===== src/rtl/fetch_unit.sv =====
// Instruction fetch with FIFO_DEPTH-entry prefetch buffer; optional FetchCount via `FETCH_PERF_EN.
// Latency: acked word visible on Ins one cycle after the ack edge; one request outstanding at most.
// Backpressure: Stall holds the head entry; requests pause while the buffer is full.
module fetch_unit #(
    parameter logic [31:0] RESET_PC   = 32'h0000_0000,
    parameter int          FIFO_DEPTH = 4
) (
    input  logic        CLK,
    input  logic        RST,
    input  logic        Redirect,
    input  logic [31:0] Target,
    input  logic        Stall,
    output logic        IMemReq,
    output logic [31:0] IMemAddr,
    input  logic        IMemAck,
    input  logic [31:0] IMemRdata,
    output logic [31:0] Ins,
    output logic        InsValid,
    output logic [31:0] PC4
`ifdef FETCH_PERF_EN
    ,
    output logic [31:0] FetchCount
`endif
);

    localparam int AW = $clog2(FIFO_DEPTH);
    localparam logic [AW:0] DEPTH_L = (AW+1)'(FIFO_DEPTH);

    typedef enum logic [1:0] {IDLE, WAIT, DISCARD} state_t;

    state_t          state, next_state;
    logic            run;
    logic [31:0]     pc, pc_plus4, req_addr;
    logic [31:0]     ins_mem [FIFO_DEPTH];
    logic [31:0]     pc4_mem [FIFO_DEPTH];
    logic [AW-1:0]   rd_ptr, wr_ptr;
    logic [AW:0]     count;
    logic            full, push, pop;

    assign pc_plus4 = pc + 32'd4;
    assign full     = (count == DEPTH_L);
    assign InsValid = (count != '0);
    assign Ins      = InsValid ? ins_mem[rd_ptr] : 32'h0;
    assign PC4      = InsValid ? pc4_mem[rd_ptr] : 32'h0;
    assign pop      = InsValid && !Stall && !Redirect;

    // IDLE presents the request combinationally so a same-cycle ack completes it without visiting WAIT.
    always_comb begin
        next_state = state;
        IMemReq    = 1'b0;
        IMemAddr   = req_addr;
        push       = 1'b0;
        case (state)
            IDLE: begin
                IMemAddr = pc;
                if (run && !full && !Redirect) begin
                    IMemReq = 1'b1;
                    if (IMemAck) push = 1'b1;
                    else         next_state = WAIT;
                end
            end
            WAIT: begin
                IMemReq = 1'b1;
                if (IMemAck) begin
                    push       = !Redirect;
                    next_state = IDLE;
                end else if (Redirect) begin
                    next_state = DISCARD;
                end
            end
            DISCARD: begin
                IMemReq = 1'b1;
                if (IMemAck) next_state = IDLE;
            end
            default: next_state = IDLE;
        endcase
    end

    always_ff @(posedge CLK or negedge RST) begin
        if (!RST) state <= IDLE;
        else      state <= next_state;
    end

    // req_addr freezes the in-flight address so DISCARD keeps it stable after PC moves.
    always_ff @(posedge CLK or negedge RST) begin
        if (!RST) begin
            run      <= 1'b0;
            pc       <= RESET_PC;
            req_addr <= RESET_PC;
            rd_ptr   <= '0;
            wr_ptr   <= '0;
            count    <= '0;
        end else begin
            run <= 1'b1;
            if (state == IDLE) req_addr <= pc;
            if (Redirect) begin
                pc     <= Target & ~32'h3;
                rd_ptr <= '0;
                wr_ptr <= '0;
                count  <= '0;
            end else begin
                if (push) begin
                    pc     <= pc_plus4;
                    wr_ptr <= wr_ptr + AW'(1);
                end
                if (pop) rd_ptr <= rd_ptr + AW'(1);
                case ({push, pop})
                    2'b10:   count <= count + (AW+1)'(1);
                    2'b01:   count <= count - (AW+1)'(1);
                    default: count <= count;
                endcase
            end
        end
    end

    always_ff @(posedge CLK) begin
        if (push) begin
            ins_mem[wr_ptr] <= IMemRdata;
            pc4_mem[wr_ptr] <= pc_plus4;
        end
    end

`ifdef FETCH_PERF_EN
    always_ff @(posedge CLK or negedge RST) begin
        if (!RST)     FetchCount <= 32'h0;
        else if (pop) FetchCount <= FetchCount + 32'd1;
    end
`endif

endmodule


===== config.mk =====
export PLATFORM = sky130hd
export DESIGN_NAME = fetch_unit
export DESIGN_NICKNAME = d
export VERILOG_FILES = /design/src/rtl/fetch_unit.sv
export SDC_FILE = /design/constraint.sdc
export NUM_CORES = 1
export LEC_CHECK = 0
export CAP_MARGIN = 10
export CORE_MARGIN = 5
export CORE_UTILIZATION = 50
export CTS_CLUSTER_SIZE = 14
export DETAILED_ROUTE_END_ITERATION = 16
export PLACE_DENSITY = 0.81
export SLEW_MARGIN = 10
export SYNTH_ARGS = -nofsm -noshare
export SYNTH_HDL_FRONTEND = slang
export SYNTH_SLANG_ARGS = --single-unit

===== constraint.sdc =====
create_clock -name CLK -period 3.9 [get_ports CLK]
set_clock_uncertainty 0.2 [all_clocks]
set_input_delay 0.39 -clock CLK [delete_from_list [all_inputs] [get_ports CLK]]
set_output_delay 0.39 -clock CLK [all_outputs]
set_load 0.01 [all_outputs]

; After elaboration in Yosys (flattened, before gate mapping)
; Memories as Yosys holds them, arrays and structs flattened.
; Index checks and enable logic that the tools add are counted.
[op_classes]
n_eq_ne = 9
add_sub_neg = 5
reduce_logical = 14
muxes = 25
[ops]
columns = operator, n
row1 = $mux 32, 5
row2 = $add 32x3->32 const B, 1
row3 = $mux 2, 9
row4 = $mux 1, 6
row5 = $ne 2x2->1 const B, 3
row6 = $pmux 2 s3, 1
row7 = $pmux 3 s2, 1
row8 = $reduce_bool 3->1, 2
row9 = $add 2x1->2 const B, 2
row10 = $eq 2x1->1 const B, 2
row11 = $eq 2x2->1 const B, 2
row12 = $logic_and 1x1->1, 4
row13 = $pmux 1 s2, 2
row14 = $reduce_and 4->1, 1
row15 = $reduce_bool 2->1, 2
row16 = $add 3x1->3 const B, 1
row17 = $eq 3x3->1 const B, 1
row18 = $logic_not 1->1, 3
row19 = $mux 3, 1
row20 = $ne 3x3->1 const B, 1
row21 = $sub 3x1->3 const B, 1
row22 = $logic_not 2->1, 1
row23 = $reduce_or 2->1, 1
[totals]
out_inout_bits = 98
ram_bits = 256
inputBits = 69
word_cells = 62
n_memories = 2
register_bits = 74
[mem_list]
columns = memory, depth, word_bits, read_ports, rd_clocked_by_memory_dff, write_ports, line
row1 = ins_mem, 4, 32, 1, 0, 1, 34  ; logic [31:0] ins_mem [FIFO_DEPTH];
row2 = pc4_mem, 4, 32, 1, 0, 1, 35  ; logic [31:0] pc4_mem [FIFO_DEPTH];

; Longest topological paths before layout
[logic_depth]
word_depth = 9
mapped_depth = 12
depth_no_buf = 9

; Worst setup path before layout
; Ideal clock, no wire load.
[synth_path]
path_type = reg-to-reg
start = register state[0]
end = memory ins_mem[0][0], enable pin
t_arrival_ns = 3.091
setup_slack_ns = 0.182
path_buffers = 2
period_less_slack_ns = 3.718
stages_incl_launch_ff = 8
required_ns = 3.273
setup_ns = 0.427
path_cell_list = dfrtp_1 inv_1 ha_1 buf_2 nand3_1 o21ai_0 clkbuf_1 and3_1
[synth_between]
elab_chain_len = 4
elab_cells_between_ends = 5
classes_between = 1 x eq/ne / 3 x mux / 1 x reduce/logical
[synth_rtl]
columns = item, line
row1 = from (decl), 31  ; state_t state, next_state;
row2 = from (signal assigned), 81  ; else state <= next_state;
row3 = $eq 2x1->1 / $logic_not 2->1 (equally long branches), 53  ; case (state)
row4 = $pmux 1 s2 *, 53
row5 = $mux 1 *, 117  ; if (push) begin
row6 = $mux 1 (not written as such) *, 118  ; ins_mem[wr_ptr] <= IMemRdata;
row7 = to (decl), 34
; Every way passes the cells marked *; elsewhere a longest branch is shown, timed or not.

; Worst setup path in the final report
[layout_path]
start = register rd_ptr[0]
end = output PC4[25]
[layout_between]
elab_chain_len = 2
[layout_rtl]
columns = item, line
row1 = from (decl), 36  ; logic [AW-1:0] rd_ptr, wr_ptr;
row2 = from (signal assigned), 106  ; if (pop) rd_ptr <= rd_ptr + AW'(1);
row3 = $mem_v2 4x32, n/a
row4 = $mux 32, 44  ; assign PC4 = InsValid ? pc4_mem[rd_ptr] : 32'h0;
row5 = to (decl), 19  ; output logic [31:0] PC4
; Every way passes these cells.

==> impl_metrics.yaml <==
floorplan:
  die_area_sq_mm: 0.0305
  start_util: 0.505
  die_y_microns: 175
  num_rows: 60
  ios: 167
  core-area_sq_mm: 0.0269
  chipWidth_microns: 175
sta:
  rsz0062_at_grt: "false"
  fin_setup_tns_ns: 0
  final-setup-viol-count: 0
  hold_slack_ns: 0.207
  max_slew_margin: 0.521
  max_freq_ghz: 0.292
  finalHoldViolations: 0
  post-route-min-period_ns: 3.42
  finalCritPeriodShare: 0.878
  setup_ws_ns: 0.476
  tightest_slew_ns: 0.717
  slew_viol_final: 0
critical_path:
  startpoint: "rd_ptr[0]"
  crit_chain: "buf_4 -> mux4_2 -> and2_1 -> clkdlybuf4s50_1"
  crit_end: "PC4[25]"
  r2r_cells: 5
  worst_setup_path_start_kind: "flop"
  path_depth: 4
  crit_slowest_cell: "dfrtp_4"
  slowest_delay_ns: 0.77
  worst-path-max-fanout: 25
  reg2reg_from: "pc[2]"
  rrSetupSlack_ns: 1.07
  worstPathArrival_ns: 2.83
  crit_required_ns: 3.31
  path_buf_inv: 2
  end_kind: "output pin"
  critical_path.top_delay_family: "buffers and inverters"
  critPathKind: "reg2out"
  r2r-end: "pc4_mem[0][24]"
clock_network:
  cts_num_sinks: 320
  numCtsBuffers: 34
  insertion_delay_ns: 0.50
  h-tree-depth: 2
  cts_root_buffer: "clkbuf_16"
  clkTransAtPathRegs_ns: 0.06
  post-cts-setup-buffers: 0
  cts_buffer_depth: 3
  cts_tree: "built"
detailed_routing:
  initialDrtViolationCount: 632
  drc: 0
  wl_per_cell_microns: 21.1
  drtPass1Iterations: 7
  wirelength_microns: 28700
  vias: 7893
  viasPerCell: 5.79
  postRouteAntennaNets: 0
yosys:
  ys_ff_latch: 320
  synth_edf_count: 248
  avgSynthCellArea_sq_um: 16.2
  synth_cells: 838
  synth.distinct_cells: 51
  synth-main-ff-cell: "edfxtp_1"
  ys_warn_count: 0
  syn-cell-area_sq_mm: 0.0136
  ys_async_sr_fraction: 0.225
  ys_seq_area_frac: 0.681
global_route:
  grt_pass1_vias: 8066
  grt_max_degree: 64
  grt_antenna_before_repair: 0
  grt_use_total: 0.189
  overflow: 0
  grt_pass1_wl_microns: 45900
pwr:
  p_total_mw: 11.2
  peakVddDrop_v: 0.000706
  p_per_area_mw_per_mm2: 672
  p_leak_nw: 5.62
placement:
  hpwl_microns: 18300
  place_area_sq_mm: 0.0156
  dp_slack_ns: 0.773
  portBuffers: 162
  gp_congestion: 0.867
min_path:
  min_path_type: "in2async"
layout:
  layout.nets: 1076
  fin_area_sq_mm: 0.0166
  drive_above_1_share: 0.172
  synthToLayoutAreaGrowth_pct: 22.6
  n_antenna_cell: 0
job:
  drv_cap: 0
outcome:
  run_status: "finished clean"
==> cell usage in the layout (no fill, tap or decap), drive strengths merged, types with 8 or more instances in the layout <==
master         netlist  routed
a31oi               15      15
and2                62      62
and3                11      11
buf                 25      23
clkbuf              38      45
clkdlybuf4s50        0     161
clkinv               0      13
dfrtp               72      72
edfxtp             248     248
ha                   9       9
inv                 11      12
mux2                32      32
mux4                62      62
nand2               25      25
nand3               28      28
nand4               16      16
nor2                37      37
nor3                 8       8
o21ai               11      11
o31ai               12      12
or4                 22      22
xnor2               15      15
xor2                18      18
==> what timing repair did <==
action / CTS / global route
hold buffers: 1 / 0
hold endpoints to repair: 21 / 0
resized for setup: 0 / 0
==> logic make-up after synthesis <==
family                   after synthesis  share of synthesized area
AO/OA/AOI/OAI                         65                     0.0325
XOR/XNOR                              33                     0.0213
adder cells (fa/ha/maj)               10                    0.00977
buffers and inverters                 74                     0.0233
flip-flops                           320                      0.681
multiplexers                          97                      0.132
other                                  2                   0.000553
AND/OR/NAND/NOR                      237                     0.0995
==> stage by stage <==
stage | instances | utilization
final | 1363 | 0.619
after global routing | 1363 | 0.619
after CTS | 1363 | 0.619
after detailed placement | 1301 | 0.580
after global placement | 1301 | 0.580
after floorplan | 839 | -
==> metal layers <==
layer / global-route usage / up-vias / part of all wire
met1: 0.271 / 3967 / 0.44
met5: 0 / - / 0
met3: 0.0361 / 46 / 0.062
li1: - / 3570 / -
met2: 0.302 / 310 / 0.47
met4: 0.0471 / 0 / 0.020
==> worst min path at each step <==
stage	start	depth (start not counted)	to
after global routing	RST	2	pc[19]
after detailed placement	RST	1	req_addr[15]
after floorplan	RST	0	count[0]
after CTS	RST	2	req_addr[17]
after global placement	RST	1	req_addr[15]
final	RST	2	req_addr[15]
==> power by group <==
group / leakage, nW / internal (mW) / switching (mW)
clock: 0.519 / 1.80 / 1.25
combinational: 2.02 / 2.02 / 1.68
sequential: 3.08 / 4.16 / 0.271
==> sequential cells by signal, summed over array words and instances (netlist names) <==
register / cells
pc: 30
wr_ptr: 2
pc4_mem: 120
ins_mem: 128
count: 3
run: 1
state: 2
rd_ptr: 2
req_addr: 32
==> cells in the mapped netlist, types with 3 or more instances <==
master	instances	area, sq um
nor3_1	8	40.0
dfrtp_1	72	1800
o21a_1	4	30.0
or4_1	21	158
and4_1	4	35.0
xnor2_1	15	131
ha_1	9	113
nand3_1	28	140
xor2_1	18	158
and3_1	11	68.8
mux4_2	62	1400
nand2_1	25	93.8
and2_1	62	388
buf_1	5	18.8
o211ai_1	5	37.5
or3_1	3	18.8
nor2_1	37	139
edfxtp_1	248	7450
nor2b_1	7	43.8
nand4_1	15	93.8
nor4_1	6	37.5
buf_2	16	80.1
clkbuf_2	3	15.0
a31oi_1	15	93.8
inv_1	11	41.3
o21ai_0	11	55.1
a21oi_1	6	30.0
o31ai_1	12	90.1
mux2i_1	3	30.0
buf_4	4	30.0
mux2_2	32	360
clkbuf_1	35	131
==> final cells by class <==
| type | instances | area [sq um] |
|---|---|---|
| Fill cell | 1984 | 10200 |
| Tap cell | 341 | 427 |
| Multi-Input combinational cell | 445 | 4020 |
| Inverter | 11 | 41.3 |
| Timing Repair Buffer | 185 | 1850 |
| Sequential cell | 320 | 9250 |
| Clock buffer | 45 | 923 |
| Clock inverter | 16 | 130 |
Note: power is estimated with default switching activity, not from simulation.
